===== config.mk =====
export PLATFORM = sky130hd
export DESIGN_NAME = shbus_arb4
export DESIGN_NICKNAME = d
export VERILOG_FILES = /design/src/rtl/shbus_arb4.sv
export SDC_FILE = /design/constraint.sdc
export NUM_CORES = 1
export LEC_CHECK = 0
export BUFFER_PORTS_ARGS = -buffer_cell sky130_fd_sc_hd__buf_2
export CORE_AREA = 2 2 75 77
export DETAILED_ROUTE_END_ITERATION = 7
export DIE_AREA = 0 0 77 79
export PLACE_DENSITY = 0.76
export SLEW_MARGIN = 10
export SYNTH_ARGS = -nofsm -noshare
export SYNTH_HDL_FRONTEND = slang
export SYNTH_SLANG_ARGS = --single-unit

===== constraint.sdc =====
create_clock -name clk_sys -period 1.9 [get_ports clk_sys]
set_input_delay 0.285 -clock clk_sys [delete_from_list [all_inputs] [get_ports clk_sys]]
set_output_delay 0.285 -clock clk_sys [all_outputs]
set_load 0.01 [all_outputs]

===== src/rtl/shbus_arb4.sv =====
// Four-requester round-robin arbiter for the shared buffered data path.
// Holds a one-hot grant for a burst fixed at grant time, with sink backpressure.
//
// state | meaning
// IDLE  | no grant; pick next winner from req in round-robin order
// XFER  | granted requester drives the bus until its last beat is accepted
module shbus_arb4 #(
  parameter int DATA_W = 32,
  parameter int LEN_W  = 4
) (
  input  logic                  clk_sys,
  input  logic                  rst_n,
  input  logic [3:0]            req,
  input  logic [4*LEN_W-1:0]    req_len,
  input  logic [4*DATA_W-1:0]   req_data,
  output logic [3:0]            gnt,
  output logic [3:0]            beat_ack,
  output logic                  bus_vld,
  output logic [DATA_W-1:0]     bus_data,
  output logic                  bus_last,
  input  logic                  bus_rdy,
  output logic                  busy
);

  localparam logic ST_IDLE = 1'b0;
  localparam logic ST_XFER = 1'b1;

  localparam logic [LEN_W-1:0] CNT_ONE = {{(LEN_W-1){1'b0}}, 1'b1};

  logic             state;
  logic [LEN_W-1:0] cnt;
  logic [1:0]       ptr;
  logic [1:0]       cur;

  logic             win_any;
  logic [1:0]       win_idx;
  logic [1:0]       cand;
  logic [LEN_W-1:0] win_len;
  logic             xfer;
  logic             accept;
  logic             cnt_zero;

  // Search ptr+1, ptr+2, ptr+3, then ptr itself; first requesting index wins.
  always_comb begin
    win_any = 1'b0;
    win_idx = ptr;
    cand    = '0;
    for (int k = 1; k <= 4; k++) begin
      cand = ptr + 2'(k);
      if (!win_any && req[cand]) begin
        win_any = 1'b1;
        win_idx = cand;
      end
    end
  end

  assign win_len  = req_len[win_idx*LEN_W +: LEN_W];
  assign xfer     = (state == ST_XFER);
  assign accept   = xfer && bus_rdy;
  assign cnt_zero = (cnt == '0);

  always_ff @(posedge clk_sys) begin
    if (!rst_n) begin
      state <= ST_IDLE;
      gnt   <= '0;
      cnt   <= '0;
      ptr   <= 2'd3;
      cur   <= '0;
    end else begin
      case (state)
        ST_IDLE: begin
          if (win_any) begin
            gnt   <= 4'b0001 << win_idx;
            cnt   <= win_len;
            cur   <= win_idx;
            state <= ST_XFER;
          end
        end
        ST_XFER: begin
          if (accept) begin
            if (cnt_zero) begin
              gnt   <= '0;
              ptr   <= cur;
              state <= ST_IDLE;
            end else begin
              cnt <= cnt - CNT_ONE;
            end
          end
        end
        default: begin
          state <= ST_IDLE;
          gnt   <= '0;
        end
      endcase
    end
  end

  // AND-OR steering keeps the bus at zero whenever no grant is held.
  always_comb begin
    bus_data = '0;
    for (int i = 0; i < 4; i++) begin
      bus_data = bus_data | (req_data[i*DATA_W +: DATA_W] & {DATA_W{gnt[i]}});
    end
  end

  assign beat_ack = accept ? gnt : 4'b0000;
  assign bus_vld  = xfer;
  assign busy     = xfer;
  assign bus_last = xfer && cnt_zero;

endmodule


# Word-level counts from Yosys, hierarchy flattened
# Index checks and enable logic that the tools add are counted.
# word_totals
out_inout_bits	43
register_bits	13
word_cells	69
input_bits	151
# classes
bitwise_logic	8
n_addsub	4
n_shift	2
n_lt_le_gt_ge	4
n_eq_ne	4
muxes	29
reduce_logical	13
# op_table
operator	n
AND 32 bit	4
bitwise OR 32 bit	3
two-way mux 4 bit	7
case mux 4 bit (2 select lines)	2
indexed part select 16 x 5 -> 4 bit	1
< comparator 2 x 3 -> 1 bit, second input constant	4
two-way mux 1 bit	11
AND reduction 3 bit	3
binary-select mux 1 bit (select 2 bit)	4
two-way mux 2 bit	4
logical AND 1 bit	5
adder 2 bit, second input constant	2
logical NOT 4 bit	1
!= test 2 x 1 -> 1 bit, second input constant	2
!= test 2 bit, second input constant	2
<< shifter 1 x 2 -> 4 bit, first input constant	1
subtractor 4 x 1 -> 4 bit, second input constant	1
logical NOT 1 bit	3
adder 2 x 1 -> 2 bit, second input constant	1
case mux 1 bit (2 select lines)	1
AND reduction 2 bit	1
NOT 1 bit	1

# Longest topological paths before layout
# depth
depth_word	16
ltp_mapped	7
mapped_depth_nobuf	7

# Worst setup path after synthesis
# OpenSTA, ideal clock, no wires.
# synth_timing
path_type	reg2reg
from	reg ptr[1]
to	reg cnt[3]
n_path_buf	2
synth_period_minus_slack_ps	1538
required_time_ps	1768
setup_ps	132
path_slack_ps	362
arrival_time_ps	1406
path_stages_with_launch	8
path_cell_list	dfxtp_1 > buf_6 > mux2i_1 > or2_1 > buf_6 > a311oi_2 > a2111oi_2 > a211oi_2
# synth_via
elab_chain_cells	16
elab_cells_between_ends	30
cone_classes	add/sub (3); eq/ne (1); shift (1); mux (18); reduce/logical (7)
# synth_lines
element	line_no	source
from (decl)	32	logic [1:0] ptr;
from (signal assigned)	83	ptr <= cur;
adder 2 x 1 -> 2 bit	49	cand = ptr + 2'(k);
binary-select mux 1 bit (select 2 bit)	50	if (!win_any && req[cand]) begin
two-way mux 1 bit (implied by the code)	50	
two-way mux 1 bit	50	
logical NOT 1 bit	50	
logical AND 1 bit	50	
two-way mux 1 bit	50	
logical NOT 1 bit	50	
logical AND 1 bit	50	
two-way mux 1 bit	50	
logical NOT 1 bit	50	
logical AND 1 bit	50	
two-way mux 2 bit	50	
indexed part select 16 x 5 -> 4 bit	57	assign win_len = req_len[win_idx*LEN_W +: LEN_W];
two-way mux 4 bit	72	if (win_any) begin
case mux 4 bit (2 select lines)	70	case (state)
to (signal assigned)	74	cnt <= win_len;
to (signal assigned)	86	cnt <= cnt - CNT_ONE;
to (decl)	31	logic [LEN_W-1:0] cnt;
# Several ways; a longest one is shown, not always the timed one. The select of a mux whose other input is x is not followed.
# A chain may end at the register's enable or synchronous reset.

# Worst setup path in the final report
# layout_timing
from	reg gnt[3]
to	out bus_data[2]
# layout_via
elab_chain_cells	2
# layout_lines
element	line_no	source
from (decl)	16	output logic [3:0] gnt,
from (signal assigned)	73	gnt <= 4'b0001 << win_idx;
AND 32 bit	102	bus_data = bus_data | (req_data[i*DATA_W +: DATA_W] & {DATA_W{gnt[i]}});
bitwise OR 32 bit	102	
to (decl)	19	output logic [DATA_W-1:0] bus_data,
# Every way passes these cells.

==> metrics <==
outcome=completed; FFs w/ async S/R, synth=0%; htree depth=1; Post-CTS Resized=0; largest net degree at the start of global routing=35; global-route wire length before repair=11400 um; Die Span X=77 um; Ys Warns=0; final antenna diode count=0; CP Class=reg2out; Post-synth EDFFs=0; FF+latch count, synth=13; max-slew violations=0; Power Dens Cells=510 mW/mm2; Max VDD drop=0.264 mV; clock transition at the registers of the reported paths=0.05 ns; antenna violations before repair=0; Max Cap Violations=0; overall routed net length=7670 um; Syn Area/Cell=7.07 um2; Crit Reg-Reg Startpoint=ptr[1]$_SDFFE_PN1P_; Vias/cell=5.45; setup TNS=0 ns; antenna-violating nets left=0; post-synthesis sequential area ratio=15.9%; Synth Instances=232; commonest non-fill, non-tap cell in the layout=buf_2; crit path DAT=between 1 and 1.5 ns; row cnt=27; RSZ-0062 raised after global routing=false; fmax=between 0.5 and 0.6 GHz; crit end category=output pin; Most used DFF post-synth=dfxtp_1; Setup Viol. Count Final=0; Reg-to-Reg End=cnt[3]$_SDFFE_PN0P_; Core ar.=0.00534 mm2; starting density of the core=30.7%; drt pass-1 iters=5; CTS Root Buffer Type=clkbuf_8; Worst Hold Class=in2reg; gr usage total=23.2%; Reg2Reg Depth=5; max-slew headroom at the worst pin=67.7%; Sink Count=13; DRC viols=0; IO buf count=193; layout cells sized above 1=approximately 52%; gpl congestion=0.812; Clk Latency, worst-skew pair=0.24 ns; gr ovfl total=0; vias in the first global route=2223; Post-DP HPWL=6270 um; Max Root-Sink Buffers=2; Starting DRT DRC Count=131; most frequent cells in the layout=buf_2 (193), a22oi_1 (68), nand2_1 (38); CP Max Fanout=30; CTS tree=done; Final Cycle Share=about nine tenths; Critical Path Start=gnt[3]$_SDFFE_PN0P_; cell leakage power=1.52 nW; Fin Hold WS=0.315 ns; # IOs=194; die height=79 um; area delta synth->final=65.8%; Setup Fix Bufs, Post-CTS=0; CTS Buf Count=3; Yosys cell types=41; Mapped Area=0.00164 mm2; WL/cell=~16 um; Layout Skew=0.00332 ns; Hold Buf Count CTS=0; syn nets=384; Worst-Margin Slew=0.485 ns; die area=just over 0.006 mm2; Synth area leader=a22oi_1; synth top area cells=a22oi_1 (31%), dfxtp_1 (16%), nand2_1 (8.7%); top-area cell type share of the netlist area=31.1%; final hold violations=0; nets=565; Worst setup SP type=flop; minimum clock period=1.71 ns; data required time of the critical path=1.62 ns; r2r setup slk=0.23 ns; routed vias=2640; crit path capture=bus_data[2]
## final cells by class
cell class                      count  area [um2]
Multi-Input combinational cell    191        1260
Clock buffer                        4        45.0
Inverter                            5        18.8
Timing Repair Buffer              199        1050
Tap cell                           72        90.1
Fill cell                         543        2620
Sequential cell                    13         260
## registers in the layout, summed over array words and instances, names as in the netlist
name     cells
cur          2
gnt          4
cnt          4
bus_vld      1
ptr          2
## metrics by stage
| step | setup slack (ns) | util (%) | instance area, um2 | power [W] | std cells |
|---|---|---|---|---|---|
| floorplan | 0.362 | - | 1640 | 0.000775 | 232 |
| global placement | 0.209 | 50.1 | 2670 | 0.00112 | 480 |
| detailed placement | 0.151 | 50.1 | 2670 | 0.00114 | 480 |
| CTS | 0.136 | 50.9 | 2720 | 0.00138 | 484 |
| global route | 0.0704 | 51.0 | 2720 | 0.00149 | 484 |
| finish | 0.192 | 51.0 | 2720 | 0.00139 | 484 |
## cell usage after synthesis (2+ instances only)
cell and number:
a22oi_1 68, a21bo_2 2, and2_1 3, dfxtp_1 13
nor2_1 8, inv_1 5, o21ai_0 7, nand2b_1 2
o31a_1 3, nand4_1 3, nor3_1 2, o31ai_1 4
and3_1 4, a21oi_1 8, clkbuf_1 19, nand2_1 38
nand3_1 2, a31oi_1 3, a21o_1 3, mux2i_1 4
nor2b_1 8, and4_1 3, buf_6 2
## power by group
part | switching (W) | total, W | internal, W | leakage, nW
sequential | 0.0000394 | 0.000343 | 0.000304 | 0.107
clock | 0.000101 | 0.000249 | 0.000148 | 0.0228
combinational | 0.000412 | 0.000794 | 0.000382 | 1.39
total | 0.000553 | 0.00139 | 0.000834 | 1.52
## worst min path at each step
stage                              startpoint                  end  slack, ns  cells past startpoint
after floorplan                         rst_n  cnt[0]$_SDFFE_PN0P_       0.42                      2
after global placement    cur[0]$_SDFFE_PN0P_  ptr[0]$_SDFFE_PN1P_       0.46                      2
after detailed placement  cur[0]$_SDFFE_PN0P_  ptr[0]$_SDFFE_PN1P_       0.47                      2
after CTS                               rst_n  ptr[0]$_SDFFE_PN1P_       0.32                      2
after global routing                    rst_n  ptr[0]$_SDFFE_PN1P_       0.33                      2
final                                   rst_n  ptr[0]$_SDFFE_PN1P_       0.32                      2
## worst max-delay path, cell delays in order (launching register included)
cell and delay (ns):
dfxtp_1 0.39, buf_12 0.20, a22oi_1 0.33, nand2_1 0.09, buf_2 0.15
## cell families after synthesis
kind of cell    after synthesis  share of synthesized area, %
compound gates              105                          47.9
xor+xnor                      2                          1.07
fa+ha+maj                     1                         0.763
buf+inv                      28                          7.63
flops                        13                          15.9
mux                           4                          2.44
simple gates                 79                          24.3
## layer usage
layer | part of all wire, % | GRT usage [%] | up-vias
met5 | 0 | 0 | -
li1 | - | - | 1249
met3 | 8.5 | 3.86 | 8
met4 | 1.1 | 4.11 | 0
met2 | 46 | 37.4 | 133
met1 | 45 | 32.8 | 1250
No activity file was read; power rests on OpenSTA's default activity.
